--- src/rtl/multi_delay_ctrl_pkg.sv ---
// Shared constants and types for the multi-channel delay controller.
// Holds the register map, CTRL bit positions, channel FSM states and a clamp helper.
package multi_delay_pkg;

  localparam logic [4:0] ADDR_CTRL     = 5'd16;
  localparam logic [4:0] ADDR_STATUS   = 5'd17;
  localparam int         CTRL_LOCK_BIT = 0;
  localparam int         MAX_CH        = 16;
  localparam int         STATUS_MAX_LSB = 16;

  typedef enum logic {
    CH_IDLE = 1'b0,
    CH_HOLD = 1'b1
  } ch_state_e;

  // Saturate v into [lo, hi]; all operands treated as unsigned 32-bit.
  function automatic logic [31:0] clamp_u32(input logic [31:0] v,
                                            input logic [31:0] lo,
                                            input logic [31:0] hi);
    if (v < lo) return lo;
    else if (v > hi) return hi;
    else return v;
  endfunction

endpackage

--- src/rtl/multi_delay_ctrl_if.sv ---
// Avalon-MM slave register bus of the delay controller.
// read/write are single-cycle strobes with no waitrequest: every cycle a strobe is high
// is one accepted transfer, and readdata is valid exactly one cycle after read.
interface multi_delay_ctrl_if;
  logic [4:0]  address;
  logic        write;
  logic [31:0] writedata;
  logic        read;
  logic [31:0] readdata;

  modport master (
    output address,
    output write,
    output writedata,
    output read,
    input  readdata
  );

  modport slave (
    input  address,
    input  write,
    input  writedata,
    input  read,
    output readdata
  );
endinterface

--- src/rtl/multi_delay_ctrl_channel.sv ---
// One delay channel: stored value with write clamp, saturating step and cooldown FSM.
// A register write always wins over a step and drops any cooldown in progress.
module delay_channel
  import multi_delay_pkg::*;
#(
  parameter int DW          = 8,
  parameter int MIN_DELAY   = 8,
  parameter int MAX_DELAY   = 15,
  parameter int RESET_DELAY = 8,
  parameter int COOLDOWN    = 0
) (
  input  logic          clk,
  input  logic          rst_n,
  input  logic          faster_i,
  input  logic          slower_i,
  input  logic          lock_i,
  input  logic          wr_en_i,
  input  logic [31:0]   wr_data_i,
  output logic [DW-1:0] delay_o,
  output logic          at_min_o,
  output logic          at_max_o,
  output ch_state_e     state_o
);

  localparam int CW = (COOLDOWN < 2) ? 1 : $clog2(COOLDOWN + 1);
  localparam logic [31:0]   MIN32 = 32'(MIN_DELAY);
  localparam logic [31:0]   MAX32 = 32'(MAX_DELAY);
  localparam logic [DW-1:0] MIN_V = DW'(MIN_DELAY);
  localparam logic [DW-1:0] MAX_V = DW'(MAX_DELAY);
  localparam logic [DW-1:0] RST_V = DW'(clamp_u32(32'(RESET_DELAY), MIN32, MAX32));
  localparam logic [CW-1:0] CD_V  = CW'(COOLDOWN);

  logic [DW-1:0] value_q, value_d;
  logic          at_min_q, at_max_q;
  ch_state_e     state_q, state_d;
  logic [CW-1:0] cnt_q, cnt_d;
  logic          step_up, step_dn;

  // A step request against a saturated value is not a step, so it never starts a cooldown.
  assign step_up = slower_i & ~faster_i & ~lock_i & (value_q != MAX_V);
  assign step_dn = faster_i & ~slower_i & ~lock_i & (value_q != MIN_V);

  always_comb begin
    value_d = value_q;
    state_d = state_q;
    cnt_d   = cnt_q;
    if (wr_en_i) begin
      value_d = DW'(clamp_u32(wr_data_i, MIN32, MAX32));
      state_d = CH_IDLE;
      cnt_d   = '0;
    end else begin
      case (state_q)
        CH_IDLE: begin
          if (step_up || step_dn) begin
            value_d = step_up ? value_q + 1'b1 : value_q - 1'b1;
            if (COOLDOWN > 0) begin
              state_d = CH_HOLD;
              cnt_d   = CD_V;
            end
          end
        end
        CH_HOLD: begin
          cnt_d = cnt_q - 1'b1;
          if (cnt_q == CW'(1)) state_d = CH_IDLE;
        end
        default: begin
          state_d = CH_IDLE;
          cnt_d   = '0;
        end
      endcase
    end
  end

  always_ff @(posedge clk or negedge rst_n) begin
    if (!rst_n) begin
      value_q  <= RST_V;
      at_min_q <= (RST_V == MIN_V);
      at_max_q <= (RST_V == MAX_V);
      state_q  <= CH_IDLE;
      cnt_q    <= '0;
    end else begin
      value_q  <= value_d;
      at_min_q <= (value_d == MIN_V);
      at_max_q <= (value_d == MAX_V);
      state_q  <= state_d;
      cnt_q    <= cnt_d;
    end
  end

  assign delay_o  = value_q;
  assign at_min_o = at_min_q;
  assign at_max_o = at_max_q;
  assign state_o  = state_q;

endmodule

--- src/rtl/multi_delay_ctrl.sv ---
// Multi-channel delay controller: NUM_CH stepped delay registers behind an Avalon-MM slave.
// Addresses 0..NUM_CH-1 hold channel delays, 16 is CTRL (lock), 17 is read-only STATUS.
module multi_delay_ctrl
  import multi_delay_pkg::*;
#(
  parameter int NUM_CH      = 4,
  parameter int DW          = 8,
  parameter int MIN_DELAY   = 8,
  parameter int MAX_DELAY   = 15,
  parameter int RESET_DELAY = 8,
  parameter int COOLDOWN    = 0
) (
  input  logic                 clk,
  input  logic                 reset_n,
  input  logic [NUM_CH-1:0]    faster,
  input  logic [NUM_CH-1:0]    slower,
  output logic [NUM_CH*DW-1:0] delay,
  output logic [NUM_CH-1:0]    at_min,
  output logic [NUM_CH-1:0]    at_max,
  output logic [NUM_CH-1:0]    dbg_hold_o,
  multi_delay_ctrl_if.slave    bus
);

  if (NUM_CH < 1 || NUM_CH > MAX_CH) begin : g_bad_num_ch
    $error("multi_delay_ctrl: NUM_CH must be 1..16");
  end
  if (MIN_DELAY > MAX_DELAY || MAX_DELAY >= (2 ** DW)) begin : g_bad_range
    $error("multi_delay_ctrl: need MIN_DELAY <= MAX_DELAY < 2**DW");
  end

  logic              lock_q, lock_d;
  logic [31:0]       readdata_q, readdata_d;
  logic [31:0]       rd_data;
  logic [DW-1:0]     ch_delay [NUM_CH];
  logic [NUM_CH-1:0] ch_wr_en;

  for (genvar k = 0; k < NUM_CH; k++) begin : g_ch
    ch_state_e ch_state;

    assign ch_wr_en[k] = bus.write && (bus.address == 5'(k));

    delay_channel #(
      .DW          (DW),
      .MIN_DELAY   (MIN_DELAY),
      .MAX_DELAY   (MAX_DELAY),
      .RESET_DELAY (RESET_DELAY),
      .COOLDOWN    (COOLDOWN)
    ) u_ch (
      .clk       (clk),
      .rst_n     (reset_n),
      .faster_i  (faster[k]),
      .slower_i  (slower[k]),
      .lock_i    (lock_q),
      .wr_en_i   (ch_wr_en[k]),
      .wr_data_i (bus.writedata),
      .delay_o   (ch_delay[k]),
      .at_min_o  (at_min[k]),
      .at_max_o  (at_max[k]),
      .state_o   (ch_state)
    );

    assign delay[k*DW +: DW] = ch_delay[k];
    assign dbg_hold_o[k]     = (ch_state == CH_HOLD);
  end

  always_comb begin
    lock_d = lock_q;
    if (bus.write && bus.address == ADDR_CTRL) lock_d = bus.writedata[CTRL_LOCK_BIT];
  end

  // The mux sees pre-write register contents, so a same-cycle read and write returns the old value.
  always_comb begin
    rd_data = '0;
    if (bus.address == ADDR_CTRL) begin
      rd_data[CTRL_LOCK_BIT] = lock_q;
    end else if (bus.address == ADDR_STATUS) begin
      rd_data[NUM_CH-1:0]                  = at_min;
      rd_data[STATUS_MAX_LSB +: NUM_CH]    = at_max;
    end else begin
      for (int k = 0; k < NUM_CH; k++) begin
        if (bus.address == 5'(k)) rd_data = 32'(ch_delay[k]);
      end
    end
  end

  always_comb begin
    readdata_d = readdata_q;
    if (bus.read) readdata_d = rd_data;
  end

  always_ff @(posedge clk or negedge reset_n) begin
    if (!reset_n) begin
      lock_q     <= 1'b0;
      readdata_q <= '0;
    end else begin
      lock_q     <= lock_d;
      readdata_q <= readdata_d;
    end
  end

  assign bus.readdata = readdata_q;

endmodule
--- src/flat_wrapper.sv ---
// flat-port wrapper written by rule: the top's interface ports become plain ports
module multi_delay_ctrl_flat import multi_delay_pkg::*;
#(
  parameter int NUM_CH      = 4,
  parameter int DW          = 8,
  parameter int MIN_DELAY   = 8,
  parameter int MAX_DELAY   = 15,
  parameter int RESET_DELAY = 8,
  parameter int COOLDOWN    = 0
)
  (clk, reset_n, faster, slower, delay, at_min, at_max, dbg_hold_o, bus_address, bus_write, bus_writedata, bus_read, bus_readdata);
  multi_delay_ctrl_if bus_i ();
  input  logic clk;
  input  logic reset_n;
  input  logic [NUM_CH-1:0] faster;
  input  logic [NUM_CH-1:0] slower;
  output logic [NUM_CH*DW-1:0] delay;
  output logic [NUM_CH-1:0] at_min;
  output logic [NUM_CH-1:0] at_max;
  output logic [NUM_CH-1:0] dbg_hold_o;
  input wire logic [$bits(bus_i.address)-1:0] bus_address;
  input wire logic [$bits(bus_i.write)-1:0] bus_write;
  input wire logic [$bits(bus_i.writedata)-1:0] bus_writedata;
  input wire logic [$bits(bus_i.read)-1:0] bus_read;
  output wire logic [$bits(bus_i.readdata)-1:0] bus_readdata;
  assign bus_i.address = bus_address;
  assign bus_i.write = bus_write;
  assign bus_i.writedata = bus_writedata;
  assign bus_i.read = bus_read;
  assign bus_readdata = bus_i.readdata;
  multi_delay_ctrl #(.NUM_CH(NUM_CH), .DW(DW), .MIN_DELAY(MIN_DELAY), .MAX_DELAY(MAX_DELAY), .RESET_DELAY(RESET_DELAY), .COOLDOWN(COOLDOWN)) u_core (.clk(clk), .reset_n(reset_n), .faster(faster), .slower(slower), .delay(delay), .at_min(at_min), .at_max(at_max), .dbg_hold_o(dbg_hold_o), .bus(bus_i));
endmodule
--- config.mk ---
export PLATFORM = sky130hd
export DESIGN_NAME = multi_delay_ctrl_flat
export DESIGN_NICKNAME = d
export VERILOG_FILES = /design/src/rtl/multi_delay_ctrl_pkg.sv /design/src/rtl/multi_delay_ctrl_if.sv /design/src/rtl/multi_delay_ctrl_channel.sv /design/src/rtl/multi_delay_ctrl.sv /design/src/flat_wrapper.sv
export SDC_FILE = /design/constraint.sdc
export NUM_CORES = 1
export LEC_CHECK = 0
export BUFFER_PORTS_ARGS = -buffer_cell sky130_fd_sc_hd__buf_4
export CAP_MARGIN = 20
export CORE_UTILIZATION = 49
export DETAILED_ROUTE_END_ITERATION = 8
export GPL_TIMING_DRIVEN = 0
export PLACE_DENSITY = 0.78
export SYNTH_ARGS = -nofsm -noshare
export SYNTH_HDL_FRONTEND = slang
export SYNTH_SLANG_ARGS = --single-unit
--- constraint.sdc ---
create_clock -name clk -period 3.4 [get_ports clk]
set_input_delay 0.68 -clock clk [delete_from_list [all_inputs] [get_ports clk]]
set_output_delay 0.68 -clock clk [all_outputs]
set_load 0.01 [all_outputs]
==> After elaboration in Yosys (flattened, before gate mapping) <==
Index checks and enable logic that the tools add are counted.
{ "word_totals": {"regBits": 81, "input_bits": 49, "output_inout_bits": 76} }
{ "op_classes": {"addsub": 12, "magnitude_cmp": 2, "n_eq_ne": 21, "n_mux": 48, "bitwise": 33, "reduce_logical": 14} }
{ "ops": {"columns": ["operator", "n"], "rows": [
  ["$mux 8", 21],
  ["$eq 8x4->1 const B", 8],
  ["$ne 8x4->1 const B", 8],
  ["$add 8x1->8 const B", 4],
  ["$gt 32x4->1 const B", 1],
  ["$lt 32x4->1 const B", 1],
  ["$mux 32", 1],
  ["$sub 8x1->8 const B", 4],
  ["$mux 31", 1],
  ["$and 1x1->1", 24],
  ["$mux 12", 2],
  ["$mux 1", 21],
  ["$eq 5x2->1 const B", 2],
  ["$eq 5x5->1 const B", 2],
  ["$not 1->1", 9],
  ["$mux 4", 2],
  ["$reduce_bool 2->1", 4],
  ["$eq 5x1->1 const B", 1],
  ["$logic_and 1x1->1", 5],
  ["$logic_not 5->1", 1],
  ["$logic_or 1x1->1", 4],
  ["$sub 1x1->1 const B", 4]
]} }

==> Depth between registers and ports, before layout <==
{ "logic_depth": {"depth_word": 9, "ltp_mapped": 13, "mapped_depth_nobuf": 12} }

==> Hierarchy <==
Synthesis repeated with hierarchy kept, for this count alone.
{ "unflattened": {"cells_unflattened": 559, "hier_area_um2": 5320.1} }
{ "by_module_without_submodules": {"columns": ["module", "instances", "cells_each", "area_per_inst_um2", "seq_area_each_um2"], "rows": [
  ["delay_channel at u_core.g_ch[0].u_ch ...", 3, 113, 1072.3, 302.8],
  ["delay_channel at u_core.g_ch[3].u_ch", 1, 116, 1063.5, 302.8],
  ["multi_delay_ctrl", 1, 104, 1039.7, 325.3]
]} }

==> Worst setup path after synthesis <==
No wires, ideal clock.
{ "synth_path": {"kind": "flip-flop to flip-flop", "startpoint": "reg u_core.g_ch[1].u_ch.value_q[3]", "endpoint": "reg u_core.g_ch[1].u_ch.at_max_q", "setup_ns": 0.130, "arrival_ns": 3.067, "required_ns": 3.270, "slack_ns": 0.203, "stages_incl_launch_ff": 13, "path_buffers": 0, "path_cell_list": "dfstp_2 -> nand2b_1 -> nor4_1 -> a41oi_1 -> inv_1 -> ha_1 -> or2_2 -> a21oi_1 -> a31oi_1 -> xor2_1 -> or4b_1 -> nand2_1 -> nor3_1"} }
{ "synth_between": {"elab_chain_len": 7, "elab_cells_between_ends": 12, "cone_classes": "add/sub: 2; eq/ne: 3; mux: 4; bitwise: 2; reduce/logical: 1"} }
{ "synth_lines": {"columns": ["element", "line", "rtl"], "rows": [
  ["start: declaration", "multi_delay_ctrl_channel.sv:33", "logic [DW-1:0] value_q, value_d;"],
  ["start signal: assignment", "multi_delay_ctrl_channel.sv:82", "value_q <= value_d;"],
  ["parallel branches: the longest is 3 deep, another holds $sub 8x1->8", null, null],
  ["$mux 8 (*)", "multi_delay_ctrl_channel.sv:54", "if (step_up || step_dn) begin"],
  ["$mux 8 (*)", "multi_delay_ctrl_channel.sv:52", "case (state_q)"],
  ["$mux 8 (*)", "multi_delay_ctrl_channel.sv:47", "if (wr_en_i) begin"],
  ["named net u_core.g_ch[1].u_ch.value_d[7]", "multi_delay_ctrl_channel.sv:33", null],
  ["$eq 8x4->1 (*)", "multi_delay_ctrl_channel.sv:84", "at_max_q <= (value_d == MAX_V);"],
  ["end signal: assignment", "multi_delay_ctrl_channel.sv:78", "at_max_q <= (RST_V == MAX_V);"],
  ["end signal: assignment", "multi_delay_ctrl_channel.sv:84", null],
  ["end: declaration", "multi_delay_ctrl_channel.sv:34", "logic at_min_q, at_max_q;"]
]} }
Mark *: on every way through the listed nets, which the timed path passes.
A chain may end at the register's enable or synchronous reset.

==> Final worst setup path <==
{ "layout_path": {"startpoint": "reg u_core.g_ch[1].u_ch.value_q[3]", "endpoint": "reg u_core.g_ch[1].u_ch.at_max_q"} }
{ "layout_between": {"elab_chain_len": 7, "elab_cells_between_ends": 12, "cone_classes": "add/sub: 2; eq/ne: 3; mux: 4; bitwise: 2; reduce/logical: 1"} }
{ "layout_lines": {"columns": ["element", "line"], "rows": [
  ["parallel branches: the longest is 4 deep, another holds $sub 8x1->8", null],
  ["$mux 8 (*)", "multi_delay_ctrl_channel.sv:52"],
  ["$mux 8 (*)", "multi_delay_ctrl_channel.sv:47"],
  ["$eq 8x4->1 (*)", "multi_delay_ctrl_channel.sv:84"]
]} }
Mark *: on every way between the ends.

==> results.md <==
- The flow ran to the end, and the final reports show no timing, DRC or antenna violations.
- The final weighted congestion in routability-driven placement is 0.920.
- For the final routed database, the setup TNS stands at 0 ns.
- The share of post-route cells with drive strength above 1 is 0.297.
- The post-route antenna net violation count is 0.
- At the pin with the least slew margin, the transition time is 1.04 ns.
- The final-report max-slew violation count is 0.
- The initial DRC count is 203.
- The area of the core is 0.00933 mm2.
- The buffer depth of the longest clock path is 2.
- The routed design could run at a clock period as short as 3.31 ns.
- The number of rows in the core area is 35.
- After detailed routing, the number of vias per cell comes to 5.57.
- Sorting the synthesized cells by area gives the leading types as dfrtp_1 28%, ha_1 6.3%, buf_4 5.0%, dfstp_2 4.4%, mux2i_1 4.4%.
- During placement, the flow inserted port buffers numbering 101.
- The type of the setup path with the least slack is flop to flop.
- The kind of start point of the critical path is a flop.
- The overall via count from detail_route is 4390.
- Measured in cells, the most critical reg-to-reg path has a length of 11.
- Data on the critical path is required at its endpoint by 3.66 ns.
- In this run the power density over the cells is 838 mW/mm2.
- The mux share of post-synthesis cell area is 0.0859.
- The total clock buffers created by CTS is 9.
- Of the post-synthesis cell area, the dominant cell type holds 0.279.
- The total detailed-routing wirelength is 12700 um.
- The initial cell density of the core is 0.510.
- The total of flip-flops plus latches after synthesis is 61.
- The mean instance size in the synthesized netlist is 9.10 um2.
- Setup violations remaining at the end of the flow were counted as 0.
- The count of different cell masters after synthesis is 66.
- The top cell types in the final layout, fill and taps aside, are 133 x buf_4, 53 x dfrtp_1, 41 x nand2_1.
- VDD sags by at most 411 uV.
- In this run the critical register-to-register path is launched from u_core.g_ch[1].u_ch.delay_o[3]$_DFF_PN1_.
- The cell leakage power is 2.82 nW.
- The nature of the critical path endpoint is a flop.
- Setup repair after global routing could not meet its margin everywhere.
- The cell chosen for the clock root is clkbuf_8.
- The endpoint identified for the worst register-to-register timing path is u_core.g_ch[1].u_ch.at_max_o$_DFF_PN0_.
- The worst min-delay path class is primary input to asynchronous set/reset pin.
- Summed over all instances, the cell type with the most area after synthesis is dfrtp_1.
- Leaving out filler cells and counting taps, the final layout contains 788.
- For the worst-skew pair, the clock arrives at the later sink with an insertion delay of 0.34 ns.
- The total global routing track utilization is 0.260.
- The max capacitance violation total is 0.
- Of the total synthesized cell area, the portion taken by XOR and XNOR cells is 0.0515.
- After routing the design area is 0.00601 mm2.
- Between clock sinks in the finished design, the worst skew comes to 0.0102 ns.
- Measured against its own limit, the worst slew margin works out to 0.303.
- The filler cells instantiated in the layout total 778.
- The number of synthesized flops with an enable pin is 0.
- The area enclosed by the die boundary is 0.0101 mm2.
- Yosys printed 0 warnings.
- Clock tree synthesis found a total of 61 sinks.
- The number of levels the H-tree was split into is 3.
- The area overhead of the layout relative to synthesis is 26.3%.
- The overall power is 5.04 mW.
- The synthesized area is 0.00476 mm2.
- The slack of the worst reg-to-reg path is 0.09 ns.
- The number of antenna violations at the first check in global routing is 0.
- TritonCTS built the clock tree.
- The DRC violations left is 0.
- Based on the critical path, the design can be clocked at up to 0.302 GHz.
- The number of antenna repair diodes is 0.
- Synthesis produced 523 cells.
- The worst hold slack after final layout is 0.380 ns.
- The height of the chip is 101 um.
- The compound-cell area share of the yosys netlist is 0.152.
- 125 I/O pins were placed.
- The total iterations of the first detailed-routing run is 5.
- In this run the post-CTS setup repair buffer count came out at 0.
- For this run, the post-layout net count is 731.
- The area share of and/or/nand/nor cells after synthesis is 0.218.
- The worst endpoint data arrival time is 3.57 ns.
- Global routing finished with a remaining overflow of 0.
- After synthesis, the largest family of logic cells by area is simple AND/OR/NAND/NOR gates.
- The final hold violation count is 0.
- In the synthesized netlist the dominant register cell turns out to be dfrtp_1.
- The die outline width is 101 um.
- The final worst-path cycle share is 0.974.
- The number of placed instances, taps included, is 772.
- The global-route wire length before repair is 20300 um.
- The post-DP HPWL is 9840 um.
- The number of global-route vias before repair is 4179.
- The register area share after synthesis is 0.323.
- The library cell used most frequently in the layout, excluding fill and tap cells, is buf_4.
- The adder-cell share of the synthesized area is 0.0799.
- The share of async-settable or async-resettable flops after synthesis is 1.00.
- In the final routed layout, each cell accounts on average for 16.2 um.
- The placed instances occupy a cell area of 0.00575 mm2.
- Clock-pin slew was measured on the worst setup and hold paths at 0.07 ns.
- The maximum fanout encountered on the critical timing path is 5.
- The pin count of the biggest net entering global routing is 62.
- The count of hold buffers inserted by post-cts repair is 0.
## worst max path at each step
stage | from | slack, ns | end
CTS | u_core.g_ch[1].u_ch.delay_o[3]$_DFF_PN1_ | 0.02 | u_core.g_ch[1].u_ch.at_max_o$_DFF_PN0_
global route | u_core.g_ch[1].u_ch.delay_o[3]$_DFF_PN1_ | -0.06 | u_core.g_ch[1].u_ch.at_max_o$_DFF_PN0_
global placement | faster[2] | -0.23 | u_core.g_ch[2].u_ch.at_max_o$_DFF_PN0_
finish | u_core.g_ch[1].u_ch.delay_o[3]$_DFF_PN1_ | 0.09 | u_core.g_ch[1].u_ch.at_max_o$_DFF_PN0_
floorplan | u_core.g_ch[1].u_ch.delay_o[3]$_DFF_PN1_ | 0.20 | u_core.g_ch[1].u_ch.at_max_o$_DFF_PN0_
detailed placement | faster[2] | -0.25 | u_core.g_ch[2].u_ch.at_max_o$_DFF_PN0_
## report_power, final
part	switching, mW	internal, mW	total, mW
registers	0.472	0.981	1.45
logic	1.55	1.40	2.94
clock network	0.284	0.356	0.640
## area by class of cell
class                      instances  area, um2  share of cell area
multi-input combinational        403       2940               0.489
sequential                        61       1540               0.255
timing repair buffer             101        758               0.126
buffer                            45        299              0.0497
tap                              129        161              0.0268
clock buffer                      12        145              0.0241
inverter                          33        124              0.0206
clock inverter                     4       47.5             0.00791
## cells in the mapped netlist, drive strengths merged, types with 7 or more instances
cell	count
inv	33
o21ai	26
xnor2	23
nor2	28
a21o	8
nor3b	8
buf	38
nand2b	7
nor3	17
dfrtp	53
mux2i	21
nand3	26
ha	24
nor4	11
clkbuf	7
a21oi	37
nand2	41
nand4	9
or3	9
dfstp	8
## flip-flops by register name, summed over array words and instances, names as in the netlist
register	count
u_core.bus.readdata	12
u_core.g_ch.u_ch.at_max_o	4
u_core.g_ch.u_ch.at_min_o	4
u_core.g_ch.u_ch.cnt_q	4
u_core.g_ch.u_ch.delay_o	32
u_core.g_ch.u_ch.state_o	4
u_core.lock_q	1
## logic make-up after synthesis
family	Yosys count
xor+xnor	28
fa+ha+maj	28
buf+inv	78
mux	32
other cells	1
flops	61
compound gates	108
simple gates	187
## per-stage QoR
stage	util	setup WS, ns
after floorplan	-	0.203
after global placement	0.617	-0.227
after detailed placement	0.617	-0.253
after CTS	0.639	0.0157
after global routing	0.645	-0.0580
final	0.645	0.0900
## repair_timing
action / in CTS / in global routing
cloned: 0 / 0
pin swaps: 0 / 2
endpoints found under the setup margin: 5 / 10
resized for setup: 4 / 11
## metal layers
| layer | GRT usage | vias up | wire, um |
|---|---|---|---|
| met3 | 0.0430 | 28 | 865 |
| met5 | 0 | - | 0 |
| met2 | 0.432 | 201 | 6170 |
| met1 | 0.337 | 2039 | 5460 |
| met4 | 0.106 | 0 | 229 |
| li1 | - | 2122 | - |
## worst max-delay path, stage by stage, from the launching register on
cell      delay [ns]
dfstp_2         0.59
nand2b_1        0.14
nor4_4          0.28
a41oi_2         0.24
fa_1            0.45
nand2b_1        0.21
a21oi_2         0.21
nor4_1          0.08
a311o_1         0.34
o31ai_1         0.28
a41oi_1         0.20
nor3_1          0.22
Note: power is estimated with default switching activity, not from simulation.
